===== src/rtl/nt_node_pkg.sv =====
// Shared types and constants for the Nt-node pipe monitor.
package nt_node_pkg;

  // Monitor FSM states; encodings are visible on the state output.
  typedef enum logic [1:0] {
    IDLE  = 2'd0,
    ARMED = 2'd1,
    COUNT = 2'd2,
    ALARM = 2'd3
  } state_t;

  // Mode encodings; MODE_RSVD behaves exactly like MODE_PASS.
  localparam logic [1:0] MODE_PASS = 2'b00;
  localparam logic [1:0] MODE_AND  = 2'b01;
  localparam logic [1:0] MODE_OR   = 2'b10;
  localparam logic [1:0] MODE_RSVD = 2'b11;

  // True for the two modes in which the event monitor is active.
  function automatic logic is_monitor(input logic [1:0] mode);
    return (mode == MODE_AND) || (mode == MODE_OR);
  endfunction

endpackage


===== src/rtl/nt_node_lane.sv =====
// One Nt-node lane: DEPTH-stage input shift chain, captured side input and
// a registered node stage. The output is decoded purely from registers.
module nt_node_lane #(
  parameter int DEPTH = 2
) (
  input  logic clk,
  input  logic rst_n,
  input  logic en,
  input  logic din,
  input  logic side,
  input  logic gate,
  output logic node_out
);

  logic [DEPTH-1:0] s_reg;
  logic             cap_reg;
  logic             node_reg;

  // Advance the chain, capture side and update the node stage when enabled.
  always_ff @(posedge clk) begin
    if (!rst_n) begin
      s_reg    <= '0;
      cap_reg  <= 1'b0;
      node_reg <= 1'b0;
    end else if (en) begin
      s_reg    <= {s_reg[DEPTH-2:0], din};
      cap_reg  <= side;
      node_reg <= (gate & cap_reg) | ~s_reg[DEPTH-1];
    end
  end

  assign node_out = ~node_reg & s_reg[0] & ~cap_reg;

endmodule


===== src/rtl/nt_node_pipe_monitor.sv =====
// WIDTH-lane Nt-node pipeline with a consecutive-event monitor that raises a
// sticky alarm after THRESH back-to-back qualifying cycles.
module nt_node_pipe_monitor
  import nt_node_pkg::*;
#(
  parameter int WIDTH  = 4,
  parameter int DEPTH  = 2,
  parameter int CNT_W  = 8,
  parameter int THRESH = 16
) (
  input  logic             I1470,
  input  logic             I1477,
  input  logic [WIDTH-1:0] din,
  input  logic [WIDTH-1:0] side,
  input  logic [WIDTH-1:0] gate,
  input  logic             en,
  input  logic [1:0]       mode,
  input  logic             clr,
  output logic [WIDTH-1:0] node_out,
  output logic [CNT_W-1:0] hit_cnt,
  output logic             alarm,
  output logic [1:0]       state
);

  localparam logic [CNT_W-1:0] THRESH_C  = CNT_W'(THRESH);
  localparam logic [CNT_W-1:0] THRESH_M1 = CNT_W'(THRESH - 1);
  localparam logic [CNT_W-1:0] CNT_ONE   = CNT_W'(1);

  state_t           state_reg, state_next;
  logic [CNT_W-1:0] hit_cnt_reg, hit_cnt_next;
  logic             alarm_reg, alarm_next;
  logic             event_hit;

  genvar gi;
  generate
    for (gi = 0; gi < WIDTH; gi++) begin : g_lane
      nt_node_lane #(.DEPTH(DEPTH)) u_lane (
        .clk      (I1470),
        .rst_n    (I1477),
        .en       (en),
        .din      (din[gi]),
        .side     (side[gi]),
        .gate     (gate[gi]),
        .node_out (node_out[gi])
      );
    end
  endgenerate

  // Reduce lane outputs into the monitor event; pass/reserved never qualify.
  always_comb begin
    event_hit = 1'b0;
    case (mode)
      MODE_AND: event_hit = &node_out;
      MODE_OR:  event_hit = |node_out;
      default:  event_hit = 1'b0;
    endcase
  end

  // Next-state logic: clr wins over everything, otherwise evaluate only on en.
  always_comb begin
    state_next   = state_reg;
    hit_cnt_next = hit_cnt_reg;
    alarm_next   = alarm_reg;
    if (clr) begin
      state_next   = IDLE;
      hit_cnt_next = '0;
      alarm_next   = 1'b0;
    end else if (en) begin
      case (state_reg)
        IDLE: begin
          hit_cnt_next = '0;
          if (is_monitor(mode)) state_next = ARMED;
        end
        ARMED: begin
          if (!is_monitor(mode)) begin
            state_next   = IDLE;
            hit_cnt_next = '0;
          end else if (event_hit) begin
            hit_cnt_next = CNT_ONE;
            if (THRESH == 1) begin
              state_next = ALARM;
              alarm_next = 1'b1;
            end else begin
              state_next = COUNT;
            end
          end
        end
        COUNT: begin
          if (!is_monitor(mode)) begin
            state_next   = IDLE;
            hit_cnt_next = '0;
          end else if (event_hit) begin
            if (hit_cnt_reg == THRESH_M1) begin
              state_next   = ALARM;
              hit_cnt_next = THRESH_C;
              alarm_next   = 1'b1;
            end else begin
              hit_cnt_next = hit_cnt_reg + CNT_ONE;
            end
          end else begin
            // A single quiet cycle breaks the run.
            state_next   = ARMED;
            hit_cnt_next = '0;
          end
        end
        ALARM: begin
          alarm_next = 1'b1;
        end
        default: begin
          state_next   = IDLE;
          hit_cnt_next = '0;
        end
      endcase
    end
  end

  // Monitor state registers with synchronous active-low reset.
  always_ff @(posedge I1470) begin
    if (!I1477) begin
      state_reg   <= IDLE;
      hit_cnt_reg <= '0;
      alarm_reg   <= 1'b0;
    end else begin
      state_reg   <= state_next;
      hit_cnt_reg <= hit_cnt_next;
      alarm_reg   <= alarm_next;
    end
  end

  assign hit_cnt = hit_cnt_reg;
  assign alarm   = alarm_reg;
  assign state   = state_reg;

endmodule


===== config.mk =====
export PLATFORM = sky130hd
export DESIGN_NAME = nt_node_pipe_monitor
export DESIGN_NICKNAME = d
export VERILOG_FILES = /design/src/rtl/nt_node_pkg.sv /design/src/rtl/nt_node_lane.sv /design/src/rtl/nt_node_pipe_monitor.sv
export SDC_FILE = /design/constraint.sdc
export NUM_CORES = 1
export LEC_CHECK = 0
export CORE_ASPECT_RATIO = 1.75
export CORE_MARGIN = 5
export CORE_UTILIZATION = 43
export CTS_BUF_LIST = sky130_fd_sc_hd__clkbuf_2
export CTS_CLUSTER_SIZE = 24
export DETAILED_ROUTE_END_ITERATION = 8
export HOLD_SLACK_MARGIN = 0.12
export PLACE_DENSITY_LB_ADDON = 0.05
export SYNTH_ARGS = -nofsm -noshare
export SYNTH_HDL_FRONTEND = slang
export SYNTH_SLANG_ARGS = --single-unit

===== constraint.sdc =====
create_clock -name I1470 -period 1.8 [get_ports I1470]
set_input_delay 0.27 -clock I1470 [delete_from_list [all_inputs] [get_ports I1470]]
set_output_delay 0.27 -clock I1470 [all_outputs]
set_load 0.02 [all_outputs]

==> results.toml <==
[run_status]
status = "finished with violations"
violations = "setup timing"

[synth]
yosysWarnings = 0
syn-num-nets = 194
netlist_instances = 169
synth_edf_count = 0
synth_most_common_cell = "dfxtp_1"
ys_ff_latch = 27
avgSynthCellArea_um2 = 9.54
synthArstFlopShare = 0
synth_area_um2 = 1610
yosysSeqAreaShare = 0.335
synth_ff_type = "dfxtp_1"
synth_area_leader_cell = "dfxtp_1"
ys_top_cells_by_count = "dfxtp_1 (27), nor2b_1 (17), mux2i_1 (16)"
synth_area_leaders = "dfxtp_1 (34%), mux2i_1 (9.9%), nor2b_1 (6.6%)"
synth.distinct_cells = 47
synth_top_area_share = 0.335

[sta]
max_freq_mhz = 534
whs_ns = 0.429
setup_violations = 1
report.final.slew_viol_count = 0
rsz0062_at_grt = "yes"
final.min_clock_period_ns = 1.87
tightest_slew_ns = 0.344
hold_viol = 0
post-route-period-util = 1.04
slew-limit-headroom = 0.770
finClkSkew_ns = 0.00593
finalWorstSetupSlack_ns = -0.0731

[floorplanning]
dieArea_um2 = 5120
initial_core_util = 0.444
core_area_um2 = 3630
die_h_um = 91.0
row_count = 29
io_pins = 33
die_width_um = 56.3

[layout]
fin_util = 0.686
area_growth_pct = 54.4
diodes = 0
fillers = 287
final_nets = 266
drive_gt1_frac = 0.388

[worst_setup_path]
regToRegSetupSlack_ns = -0.07
cp.required_ns = 2.14
cp-end-kind = "register"
critPathKind = "reg -> reg"
crit_path_start_kind = "register"
crit_fanout = 5
crit_arrival_ns = 2.21

[pwr]
p_sw_frac = 0.284
ir_drop_uv = 542
p_leak_nw = 1.14
pwr-share-clk = 0.211
seqPwrFrac = 0.557
power.switching_mw = 0.327
p_per_area_nw_per_um2 = 462
power.internal_mw = 0.824
comb_power_share = 0.231

[route]
vias = 1614
ant_nets = 0
wl_per_cell_um = 16.3
drt_iter0_drc = 30
via_per_inst = 5.64
drt_pass1_iterations = 4
drt-total-wl_um = 4670
post-route-drc-count = 0

[cts]
cts_tree = "yes"
path_clk_slew_ns = 0.25
ctsHoldBuffers = 0
h-tree-depth = 1
cts_made_buffers = 3
clk_latency_ns = 0.37
cts_sinks = 27
cts.path.max_buffers = 2
root_buffer = "clkbuf_2"

[global_route]
grt_max_degree = 24
grtUsageTotal = 0.175
overflow = 0
grt_pass1_vias = 1670
grt_pass1_wl_um = 7260
antenna_found_initial = 0

[run]
drv_cap = 0

[place]
hpwl_um = 3490
numPortBuffers = 32
globalplace.congestion = 0.839

[hold_path]
hold_class = "in -> reg"
==> repair_timing <==
action | 4_1_cts | 5_1_grt
setup buffers | 1 | 10
resized for setup | 24 | 39
pin swaps | 3 | 16
endpoints found under the setup margin | 20 | 18
==> worst max-delay path, stage by stage (launching register included) <==
cell and delay (ns):
dfxtp_4 0.41, buf_4 0.14, ha_1 0.19, nor2b_1 0.30, buf_4 0.22, nand4_1 0.16, nor4b_2 0.27, a221o_1 0.14
==> through the flow <==
stage | TNS [ns] | instance area (um2) | setup slack [ns] | total power [mW] | instances
2_1_floorplan | 0 | 1620 | 0.0205 | 0.771 | 169
3_3_place_gp | -5.12 | 2210 | -0.536 | 0.872 | 273
3_5_place_dp | -5.49 | 2210 | -0.580 | 0.879 | 273
4_1_cts | -0.00649 | 2300 | -0.00649 | 1.13 | 278
5_1_grt | -0.228 | 2490 | -0.0540 | 1.21 | 286
6_report | -0.0731 | 2490 | -0.0731 | 1.15 | 286
==> placed cells by master (no fill, tap or decap), types with 2 or more instances in the layout <==
master           synthesis  final
ha_1                     7      3
buf_4                    4     44
a32oi_1                  2      2
dfxtp_1                 27     14
clkbuf_2                 0      5
mux2i_1                 16     16
nand4_1                  3      3
inv_1                    9      7
dfxtp_4                  0      3
a31oi_1                  5      4
a221o_1                  2      2
and3_1                   2      2
nand2_1                 12     12
nor2b_1                 17     16
ha_4                     0      2
nand3_1                  7      7
o21ai_0                  6      5
ha_2                     0      2
nor3b_4                  3      4
dfxtp_2                  0     10
and2_1                   2      2
a21oi_1                  2      2
inv_2                    0      2
a32o_1                   2      2
nor3_1                   2      2
clkdlybuf4s50_1          0     18
o211ai_1                 2      2
dlymetal6s2s_1           0      6
dlygate4sd2_1            0      5
==> power by group through the flow <==
stage                     clock (mW)  combinational (mW)  sequential, mW
final                          0.243               0.266           0.641
after global routing           0.278               0.285           0.645
after CTS                      0.249               0.236           0.644
after detailed placement           0               0.226           0.653
after global placement             0               0.221           0.651
after floorplan                    0               0.119           0.651
==> kinds of logic after synthesis <==
kind of cell	after synthesis	synth area share
DFF	27	0.335
buffers and inverters	18	0.0520
AOI/OAI and AO/OA	35	0.171
adders and majority gates	7	0.0543
and+or+nand+nor	66	0.288
muxes	16	0.0993
==> path summary, 6_finish.rpt <==
path | start | endpoint | depth (start not counted)
worst max-delay path | state[1] | hit_cnt[2] | 7
worst max register to register | state[1] | hit_cnt[2] | 7
worst min-delay path | gate[3] | g_lane[3].u_lane.node_reg | 3
worst min register to register | g_lane[1].u_lane.s_reg[1] | g_lane[1].u_lane.node_reg | 1
==> area by class of cell <==
| class | instances | area [um2] | area share |
|---|---|---|---|
| Multi-Input combinational cell | 124 | 1160 | 0.465 |
| Timing Repair Buffer | 76 | 656 | 0.263 |
| Sequential cell | 27 | 564 | 0.227 |
| Tap cell | 46 | 57.6 | 0.0231 |
| Inverter | 9 | 33.8 | 0.0136 |
| Clock buffer | 4 | 20.0 | 0.00804 |
==> per-layer routing <==
| metal | track usage | vias up | wire length (um) |
|---|---|---|---|
| met5 | 0 | - | 0 |
| met2 | 0.348 | 63 | 2630 |
| li1 | - | 774 | - |
| met3 | 0.0227 | 14 | 201 |
| met1 | 0.164 | 763 | 1660 |
| met4 | 0.0950 | 0 | 184 |
No activity file was read; power rests on OpenSTA's default activity.
